**src/rtl/serial_addsub_arbiter_pkg.sv**
```systemverilog
// Shared constants and types for the serial add/subtract arbiter.
//   SLICES_DEF : default number of 3-bit slices (operand width 3*SLICES)
//   SLICE_W    : width of the shared add/sub slice
//   state_e    : top-level FSM state encoding
//   REQ_ID0/1  : requester identifiers used by the arbiter pointer
package serial_addsub_arbiter_pkg;

  localparam int SLICES_DEF = 4;
  localparam int SLICE_W    = 3;

  typedef enum logic [1:0] {
    ST_IDLE = 2'd0,
    ST_RUN  = 2'd1,
    ST_DONE = 2'd2
  } state_e;

  localparam logic REQ_ID0 = 1'b0;
  localparam logic REQ_ID1 = 1'b1;

endpackage

```
**src/rtl/serial_addsub_arbiter_slice.sv**
```systemverilog
// addsub_slice3: combinational 3-bit adder with explicit carry-in.
// Subtraction is handled by the caller (inverted A, carry-in of 1).
//   a, b : 3-bit addends
//   cin  : carry in
//   s    : 3-bit sum
//   cout : carry out
module addsub_slice3
  import serial_addsub_arbiter_pkg::*;
(
  input  logic [SLICE_W-1:0] a,
  input  logic [SLICE_W-1:0] b,
  input  logic               cin,
  output logic [SLICE_W-1:0] s,
  output logic               cout
);

  logic [SLICE_W:0] sum_full;

  assign sum_full = {1'b0, a} + {1'b0, b} + {{SLICE_W{1'b0}}, cin};
  assign s        = sum_full[SLICE_W-1:0];
  assign cout     = sum_full[SLICE_W];

endmodule

```
**src/rtl/serial_addsub_arbiter.sv**
```systemverilog
// serial_addsub_arbiter: two requesters share one 3-bit add/sub slice that
// is run slice-serially to compute B+A or B-A on 3*SLICES-bit operands.
//   clk, rst          : clock, synchronous active-high reset
//   req0/1            : requests (held until granted)
//   a0,b0,sub0 / a1.. : operands and operation select per requester
//   gnt0/1            : one-cycle grant pulse, operands captured at that edge
//   done0/1           : one-cycle completion pulse to the owner
//   busy              : high whenever the FSM is not idle
//   result,cout,ovf   : last completed result, final carry, signed overflow
//
// state | meaning
// ------+-------------------------------------------------------------
// IDLE  | waiting for a request; arbitrates and latches operands
// RUN   | one slice per cycle, carry registered between slices
// DONE  | result/cout/ovf valid, done pulse to owner, back to IDLE
module serial_addsub_arbiter
  import serial_addsub_arbiter_pkg::*;
#(
  parameter int SLICES = SLICES_DEF
) (
  input  logic                    clk,
  input  logic                    rst,
  input  logic                    req0,
  input  logic [3*SLICES-1:0]     a0,
  input  logic [3*SLICES-1:0]     b0,
  input  logic                    sub0,
  input  logic                    req1,
  input  logic [3*SLICES-1:0]     a1,
  input  logic [3*SLICES-1:0]     b1,
  input  logic                    sub1,
  output logic                    gnt0,
  output logic                    gnt1,
  output logic                    done0,
  output logic                    done1,
  output logic                    busy,
  output logic [3*SLICES-1:0]     result,
  output logic                    cout,
  output logic                    ovf
);

  localparam int W     = SLICE_W * SLICES;
  localparam int IDX_W = (SLICES > 1) ? $clog2(SLICES) : 1;
  localparam logic [IDX_W-1:0] LAST_IDX = IDX_W'(SLICES - 1);

  state_e           state_q, state_d;
  logic [IDX_W-1:0] idx_q, idx_d;
  logic             carry_q, carry_d;
  logic [W-1:0]     a_q, a_d;
  logic [W-1:0]     b_q, b_d;
  logic [W-1:0]     asm_q, asm_d;
  logic             owner_q, owner_d;
  logic             last_q, last_d;
  logic [W-1:0]     result_q, result_d;
  logic             cout_q, cout_d;
  logic             ovf_q, ovf_d;
  logic             gnt0_q, gnt0_d;
  logic             gnt1_q, gnt1_d;
  logic             done0_q, done0_d;
  logic             done1_q, done1_d;
  logic             busy_q, busy_d;

  logic [SLICE_W-1:0] sum_s;
  logic               sum_c;

  logic               pick;
  logic               sub_sel;
  logic [W-1:0]       a_sel;
  logic [W-1:0]       b_sel;

  addsub_slice3 u_slice (
    .a    (a_q[SLICE_W-1:0]),
    .b    (b_q[SLICE_W-1:0]),
    .cin  (carry_q),
    .s    (sum_s),
    .cout (sum_c)
  );

  always_comb begin
    state_d  = state_q;
    idx_d    = idx_q;
    carry_d  = carry_q;
    a_d      = a_q;
    b_d      = b_q;
    asm_d    = asm_q;
    owner_d  = owner_q;
    last_d   = last_q;
    result_d = result_q;
    cout_d   = cout_q;
    ovf_d    = ovf_q;
    gnt0_d   = 1'b0;
    gnt1_d   = 1'b0;
    done0_d  = 1'b0;
    done1_d  = 1'b0;
    pick     = REQ_ID0;
    sub_sel  = 1'b0;
    a_sel    = '0;
    b_sel    = '0;

    case (state_q)
      ST_IDLE: begin
        if (req0 || req1) begin
          // On a tie, serve whoever was not served last.
          if (req0 && req1) pick = ~last_q;
          else              pick = req1 ? REQ_ID1 : REQ_ID0;

          sub_sel = (pick == REQ_ID1) ? sub1 : sub0;
          a_sel   = (pick == REQ_ID1) ? a1   : a0;
          b_sel   = (pick == REQ_ID1) ? b1   : b0;

          a_d     = a_sel ^ {W{sub_sel}};
          b_d     = b_sel;
          // sub doubles as the carry-in of slice 0.
          carry_d = sub_sel;
          idx_d   = '0;
          owner_d = pick;
          last_d  = pick;
          gnt0_d  = (pick == REQ_ID0);
          gnt1_d  = (pick == REQ_ID1);
          state_d = ST_RUN;
        end
      end

      ST_RUN: begin
        a_d   = a_q >> SLICE_W;
        b_d   = b_q >> SLICE_W;
        asm_d = asm_q >> SLICE_W;
        asm_d[W-1 -: SLICE_W] = sum_s;
        carry_d = sum_c;
        idx_d   = idx_q + 1'b1;
        if (idx_q == LAST_IDX) begin
          idx_d    = '0;
          result_d = asm_d;
          cout_d   = sum_c;
          // Operands have been shifted down to the top slice, so bit 2 of
          // the operand registers holds the original sign bits here.
          ovf_d    = (a_q[SLICE_W-1] == b_q[SLICE_W-1]) &&
                     (sum_s[SLICE_W-1] != a_q[SLICE_W-1]);
          done0_d  = (owner_q == REQ_ID0);
          done1_d  = (owner_q == REQ_ID1);
          state_d  = ST_DONE;
        end
      end

      ST_DONE: begin
        state_d = ST_IDLE;
      end

      default: begin
        state_d = ST_IDLE;
      end
    endcase

    busy_d = (state_d != ST_IDLE);
  end

  always_ff @(posedge clk) begin
    if (rst) begin
      state_q  <= ST_IDLE;
      idx_q    <= '0;
      carry_q  <= 1'b0;
      a_q      <= '0;
      b_q      <= '0;
      asm_q    <= '0;
      owner_q  <= REQ_ID0;
      last_q   <= REQ_ID1;
      result_q <= '0;
      cout_q   <= 1'b0;
      ovf_q    <= 1'b0;
      gnt0_q   <= 1'b0;
      gnt1_q   <= 1'b0;
      done0_q  <= 1'b0;
      done1_q  <= 1'b0;
      busy_q   <= 1'b0;
    end else begin
      state_q  <= state_d;
      idx_q    <= idx_d;
      carry_q  <= carry_d;
      a_q      <= a_d;
      b_q      <= b_d;
      asm_q    <= asm_d;
      owner_q  <= owner_d;
      last_q   <= last_d;
      result_q <= result_d;
      cout_q   <= cout_d;
      ovf_q    <= ovf_d;
      gnt0_q   <= gnt0_d;
      gnt1_q   <= gnt1_d;
      done0_q  <= done0_d;
      done1_q  <= done1_d;
      busy_q   <= busy_d;
    end
  end

  assign gnt0   = gnt0_q;
  assign gnt1   = gnt1_q;
  assign done0  = done0_q;
  assign done1  = done1_q;
  assign busy   = busy_q;
  assign result = result_q;
  assign cout   = cout_q;
  assign ovf    = ovf_q;

endmodule
```
**config.mk**
```make
export PLATFORM = sky130hd
export DESIGN_NAME = serial_addsub_arbiter
export DESIGN_NICKNAME = d
export VERILOG_FILES = /design/src/rtl/serial_addsub_arbiter_pkg.sv /design/src/rtl/serial_addsub_arbiter_slice.sv /design/src/rtl/serial_addsub_arbiter.sv
export SDC_FILE = /design/constraint.sdc
export NUM_CORES = 1
export LEC_CHECK = 0
export CORE_MARGIN = 4
export CORE_UTILIZATION = 55
export CTS_BUF_LIST = sky130_fd_sc_hd__clkbuf_8
export CTS_CLUSTER_SIZE = 25
export DETAILED_ROUTE_END_ITERATION = 8
export GPL_ROUTABILITY_DRIVEN = 1
export GPL_TIMING_DRIVEN = 0
export PLACE_DENSITY = 0.87
export SYNTH_ARGS = -nofsm -noshare
export SYNTH_HDL_FRONTEND = slang
export SYNTH_HIERARCHICAL = 1
export SYNTH_SLANG_ARGS = --single-unit
```
**constraint.sdc**
```tcl
create_clock -name clk -period 3.8 [get_ports clk]
set_input_delay 0.38 -clock clk [delete_from_list [all_inputs] [get_ports clk]]
set_output_delay 0.38 -clock clk [all_outputs]
set_load 0.02 [all_outputs]
```
==> flow_summary.yaml, run 1 <==
global_route:
  grtUsageTotal_pct: 22.8
  grt_pass1_wl_um: 11700
  first_global_vias: 2569
  antenna_found_initial: 0
  overflow: 0
  grt_max_degree: 11
power_and_ir_drop:
  power_leakage_nw: 1.55
  swShare_pct: 26.4
  internal-power_mw: 1.10
  pwr-share-comb_pct: 17.0
  irDropWorstVdd_uv: 270
  power.switching_mw: 0.394
  power_frac_clock_pct: 37.3
  seq_power_share_pct: 45.7
  power_density_nw_per_um2: 374
routing:
  dr_total_vias: 2713
  ant_nets: 0
  dr.pass1.iters: 5
  drt_iter0_drc: 113
  drcViolationCount: 0
  routedWlPerCell_um: 14.9
  wl_um: 7360
  drt-vias-per-instance: 5.49
cells_and_area:
  final_common_cell: "clkdlybuf4s50_1"
  area_delta_synth_final_pct: 32.0
  antenna_cells: 0
  final_cell_mix: "clkdlybuf4s50_1 (69), dfxtp_1 (59), nand2_1 (47), a21oi_1 (28), mux2i_1 (25)"
  drive_gt1_share_pct: 7.08
  fin_nets: 480
  n_fill_cell: 371
floorplanning:
  initial_core_util_pct: 58.1
  core_um2: 5200
  die_h_um: 82.2
  dieWidth_um: 82.2
  rows: 26
  dieArea_um2: 6750
  pin_count: 73
logic_synthesis:
  synth_compound_area_share_pct: 17.1
  synthMuxAreaShare_pct: 8.27
  synth_warnings: 6
  ys_seq_area_share_pct: 39.0
  netlist.area_leader.share_pct: 39.0
  synth-xor-area-share_pct: 7.23
  ys_seq_elements: 59
  syn_avg_cell_area_um2: 8.90
  mappedNetlistArea_um2: 3030
  synthCells: 340
  synth_fp_nets: 400
  synth-simple-area-share_pct: 19.4
  synth_top_family_by_area: "simple AND/OR/NAND/NOR gates"
  yosysUniqueCellTypes: 34
  synth_area_leaders: "dfxtp_1 (39%), mux2i_1 (8.3%), xor2_1 (6.9%)"
  synth_fa_ha_area_share_pct: 2.98
  synth_area_leader_cell: "dfxtp_1"
sta:
  hold_violations: 0
  tns_ns: 0
  setup_viol: 0
  drv_slew: 0
  skew_ns: 0.00558
  grt_setup_unrepaired: "no"
  fmax_mhz: 438
  period_minus_slack_ns: 2.28
  relSlewSlack_pct: 62.1
  tightest_slew_ns: 0.564
  setup_ws_ns: 1.52
  min_period_over_period_pct: 60.1
setup_path:
  rr_endpoint: "ovf"
  crit_required_ns: 4.02
  path_class: "reg2reg"
  critPathCaptureType: "flip-flop"
  crit_arrival_ns: 2.51
  r2r_start: "a_q[0]"
  start_kind: "flip-flop"
  r2r_cells: 7
  ff2ff_setup_slack_ns: 1.52
  cp_max_fo: 4
clock_network:
  post_cts_buffers: 0
  clockBufferDepth: 2
  clock_tree.root_cell: "clkbuf_8"
  clock_latency_ns: 0.34
  hold_buffers: 0
  cts_inserted_buffers: 9
  cts_max_level: 3
  cts_resized: 0
  cts_sinks: 59
  clk_pin_slew_ns: 0.07
  cts_tree: "built"
placed_design:
  pre_cts_ws_ns: 1.54
  place.detailed.hpwl_um: 5430
  gp_congestion: 0.848
  port_buffers: 69
worst_hold_path:
  hold_path.startpoint: "rst"
  holdPathStages: 2
  worstHoldEndpoint: "state_q[1]"
  hold_path.class: "in2reg"
status:
  status: "completed"
run:
  maxCapViolCount: 0
[cell usage after synthesis]
master / instances
nor2b_1: 3
nor3_1: 3
o22ai_1: 19
buf_1: 1
nand3b_1: 2
or2_2: 1
buf_2: 5
mux2i_1: 25
nand2_1: 47
o21ai_0: 5
xnor2_1: 1
nor2_1: 5
and2_1: 20
buf_4: 1
fa_1: 2
dfxtp_1: 59
and3b_1: 20
a21boi_1: 1
or3b_2: 1
o2bb2ai_1: 5
or2_4: 1
or3_1: 2
a221oi_1: 1
buf_6: 4
clkbuf_1: 19
nand2b_1: 1
a21oi_1: 28
o21ai_1: 1
o2bb2ai_2: 1
xor2_1: 24
o21ba_2: 1
a211oi_1: 19
inv_1: 8
ha_1: 4
[cells by family after synthesis]
| logic type | Yosys count |
|---|---|
| buffers and inverters | 38 |
| adder cells (fa/ha/maj) | 6 |
| multiplexers | 25 |
| AO/OA/AOI/OAI | 81 |
| AND/OR/NAND/NOR | 106 |
| XOR/XNOR | 25 |
| flip-flops | 59 |
[area by class of cell]
cell class	count	area [um2]	area share, %
multi-input cells	243	1660	41.6
flip-flops and latches	59	1180	29.6
clock inverters	5	53.8	1.35
plain buffers	30	153	3.82
clock buffers	10	138	3.44
well taps	70	87.6	2.19
repair buffers	69	691	17.3
inverters	8	30.0	0.751
[critical path, stage by stage, from the launching register on]
cell and delay [ns]:
dfxtp_1 0.35, inv_1 0.08, fa_1 0.47, fa_1 0.40, xnor2_1 0.34, nor2b_1 0.09, a221oi_1 0.36, nor3_1 0.07
[metal layers]
metal | wire length, um | vias to the layer above | part of all wire, % | track usage [%]
met5 | 0 | - | 0 | 0
met4 | 129 | 0 | 1.8 | 9.97
met3 | 513 | 21 | 7.0 | 7.05
met2 | 3730 | 97 | 51 | 40.2
met1 | 2980 | 1252 | 41 | 25.0
li1 | - | 1343 | - | -
[flip-flops by register name, summed over array words and instances, names as in the netlist]
register and count:
a_q 12, asm_q 9, b_q 12, busy 1, carry_q 1, cout 1, done0 1, done1 1
gnt0 1, gnt1 1, idx_q 2, last_q 1, ovf 1, owner_q 1, result 12, state_q 2
[stage by stage]
stage               util [%]  area [um2]  std cells  power (mW)  hold slack, ns
floorplan                  -        3030        340       0.841           0.409
global placement        73.1        3800        479       0.933           0.426
detailed placement      73.1        3800        479       0.943           0.443
CTS                     76.8        4000        494        1.50           0.390
global route            76.8        4000        494        1.55           0.448
finish                  76.8        4000        494        1.49           0.415
[power groups by stage]
| stage | Sequential, mW | Clock [mW] | Combinational, mW |
|---|---|---|---|
| 3_5_place_dp | 0.695 | 0 | 0.248 |
| 4_1_cts | 0.682 | 0.565 | 0.252 |
| 5_1_grt | 0.686 | 0.591 | 0.275 |
| 2_1_floorplan | 0.689 | 0 | 0.151 |
| 6_report | 0.683 | 0.557 | 0.253 |
| 3_3_place_gp | 0.693 | 0 | 0.241 |
[how the worst max path moves through the flow]
| stage | startpoint | end | slack (ns) | depth (start not counted) |
|---|---|---|---|---|
| floorplan | a_q[0] | ovf | 1.83 | 7 |
| CTS | a_q[0] | ovf | 1.53 | 7 |
| global route | a_q[0] | ovf | 1.35 | 7 |
| detailed placement | a_q[0] | ovf | 1.54 | 7 |
| finish | a_q[0] | ovf | 1.52 | 7 |
| global placement | a_q[0] | ovf | 1.64 | 7 |
Power figures use the tool's default switching activity.
==> run 2, diff against run 1 <==
CORE_UTILIZATION = 51   (was 55)
PLACE_DENSITY = 0.82   (was 0.87)
clock period = 2.2 ns   (was 3.8 ns; I/O delays follow)
==> flow_summary.yaml, run 2 (synthesis gave the netlist of run 1 again) <==
power_and_ir_drop:
  power.switching_mw: 0.713
  irDropWorstVdd_uv: 546
  power_leakage_nw: 1.58
  power_density_nw_per_um2: 676
  internal-power_mw: 2.04
  pwr-share-comb_pct: 16.9
  power_frac_clock_pct: 40.4
  seq_power_share_pct: 42.8
  swShare_pct: 25.9
cells_and_area:
  antenna_cells: 0
  final_cell_mix: "clkdlybuf4s50_1 (69), dfxtp_1 (59), nand2_1 (47), a21oi_1 (28), mux2i_1 (25)"
  fin_nets: 482
  area_delta_synth_final_pct: 34.7
  final_common_cell: "clkdlybuf4s50_1"
  fin_util_pct: 72.3
  stdcell_area_um2: 4080
  drive_gt1_share_pct: 8.43
floorplanning:
  initial_core_util_pct: 53.6
  dieWidth_um: 85.0
  core_um2: 5640
  rows: 27
  pin_count: 73
  die_h_um: 85.0
  dieArea_um2: 7230
clock_network:
  cts_inserted_buffers: 9
  clock_latency_ns: 0.35
  cts_tree: "built"
  cts_max_level: 3
  clock_tree.root_cell: "clkbuf_8"
  clk_pin_slew_ns: 0.07
  hold_buffers: 0
  clockBufferDepth: 2
  cts_sinks: 59
sta:
  relSlewSlack_pct: 64.7
  period_minus_slack_ns: 2.10
  tightest_slew_ns: 0.525
  min_period_over_period_pct: 95.4
  drv_slew: 0
  skew_ns: 0.00782
  grt_setup_unrepaired: "no"
  hold_violations: 0
  tns_ns: 0
  fmax_mhz: 476
  setup_viol: 0
routing:
  dr.pass1.iters: 4
  routedWlPerCell_um: 14.8
  ant_nets: 0
  drcViolationCount: 0
  dr_total_vias: 2704
  drt_iter0_drc: 151
  drt-vias-per-instance: 5.42
  wl_um: 7390
setup_path:
  ff2ff_setup_slack_ns: 0.10
  crit_arrival_ns: 2.32
  path_class: "reg2reg"
  critPathCaptureType: "flip-flop"
  start_kind: "flip-flop"
  crit_required_ns: 2.42
  cp_max_fo: 4
placed_design:
  port_buffers: 69
  placed_area_um2: 3810
  place.detailed.hpwl_um: 5530
  gp_congestion: 0.887
run:
  maxCapViolCount: 0
global_route:
  grt_pass1_wl_um: 12200
  grt_max_degree: 12
  antenna_found_initial: 0
  grtUsageTotal_pct: 20.8
  first_global_vias: 2774
  overflow: 0
worst_hold_path:
  hold_path.class: "in2reg"
status:
  status: "completed"
[run 2: cell types whose count changed in the layout (fill, tap and decap cells not counted), sizes merged]
cell / previous run / this run
clkinv: 4 / 2
bufinv: 1 / 2
clkinvlp: 0 / 2
buf: 11 / 13
[run 2: power groups by stage]
stage | clock (mW) | sequential (mW) | combinational (mW)
2_1_floorplan | 0 | 1.19 | 0.261
4_1_cts | 1.12 | 1.18 | 0.436
5_1_grt | 1.17 | 1.19 | 0.508
3_3_place_gp | 0 | 1.20 | 0.417
3_5_place_dp | 0 | 1.20 | 0.429
6_report | 1.11 | 1.18 | 0.465
[run 2: routing by layer]
layer | part of all wire (%) | global-route usage [%] | vias to the layer above | wire length (um)
met2 | 51 | 37.4 | 84 | 3790
met1 | 40 | 23.1 | 1260 | 2930
li1 | - | - | 1343 | -
met3 | 6.7 | 6.70 | 17 | 498
met5 | 0 | 0 | - | 0
met4 | 2.3 | 7.05 | 0 | 170
[run 2: final timing paths]
| check | startpoint | to | cells past startpoint |
|---|---|---|---|
| setup / recovery | a_q[0] | ovf | 7 |
| hold reg to reg | result[4] | result[4] | 2 |
| hold / removal | rst | state_q[1] | 2 |
| setup reg to reg | a_q[0] | ovf | 7 |
[run 2: through the flow]
step           hold WS [ns]  cells  power (mW)  setup WS, ns
2_1_floorplan         0.409    340        1.45         0.225
3_3_place_gp          0.432    481        1.61        0.0249
3_5_place_dp          0.443    481        1.63       -0.0516
4_1_cts               0.221    497        2.73        0.0264
5_1_grt               0.242    499        2.87        0.0289
6_report              0.220    499        2.76         0.101
[run 2: final cells by class]
type | count | area, um2
multi-input combinational | 243 | 1690
fill | 450 | 1570
sequential | 59 | 1180
timing repair buffer | 71 | 706
buffer | 30 | 153
clock buffer | 10 | 138
tap | 72 | 90.1
clock inverter | 6 | 88.8
inverter | 8 | 30.0
[run 2: worst max-delay path, stage by stage (launching register included)]
cell and delay [ns]:
dfxtp_1 0.35, inv_1 0.07, fa_1 0.47, fa_2 0.41, xnor2_4 0.23, nor2b_1 0.09
a221oi_2 0.29, nor3_1 0.07
[run 2: timing repair]
| action | CTS | global route |
|---|---|---|
| pin swaps | 0 | 1 |
| cloned | 0 | 0 |
| endpoints found under the setup margin | 1 | 1 |
| resized for setup | 1 | 3 |
| buffers inserted | 0 | 2 |
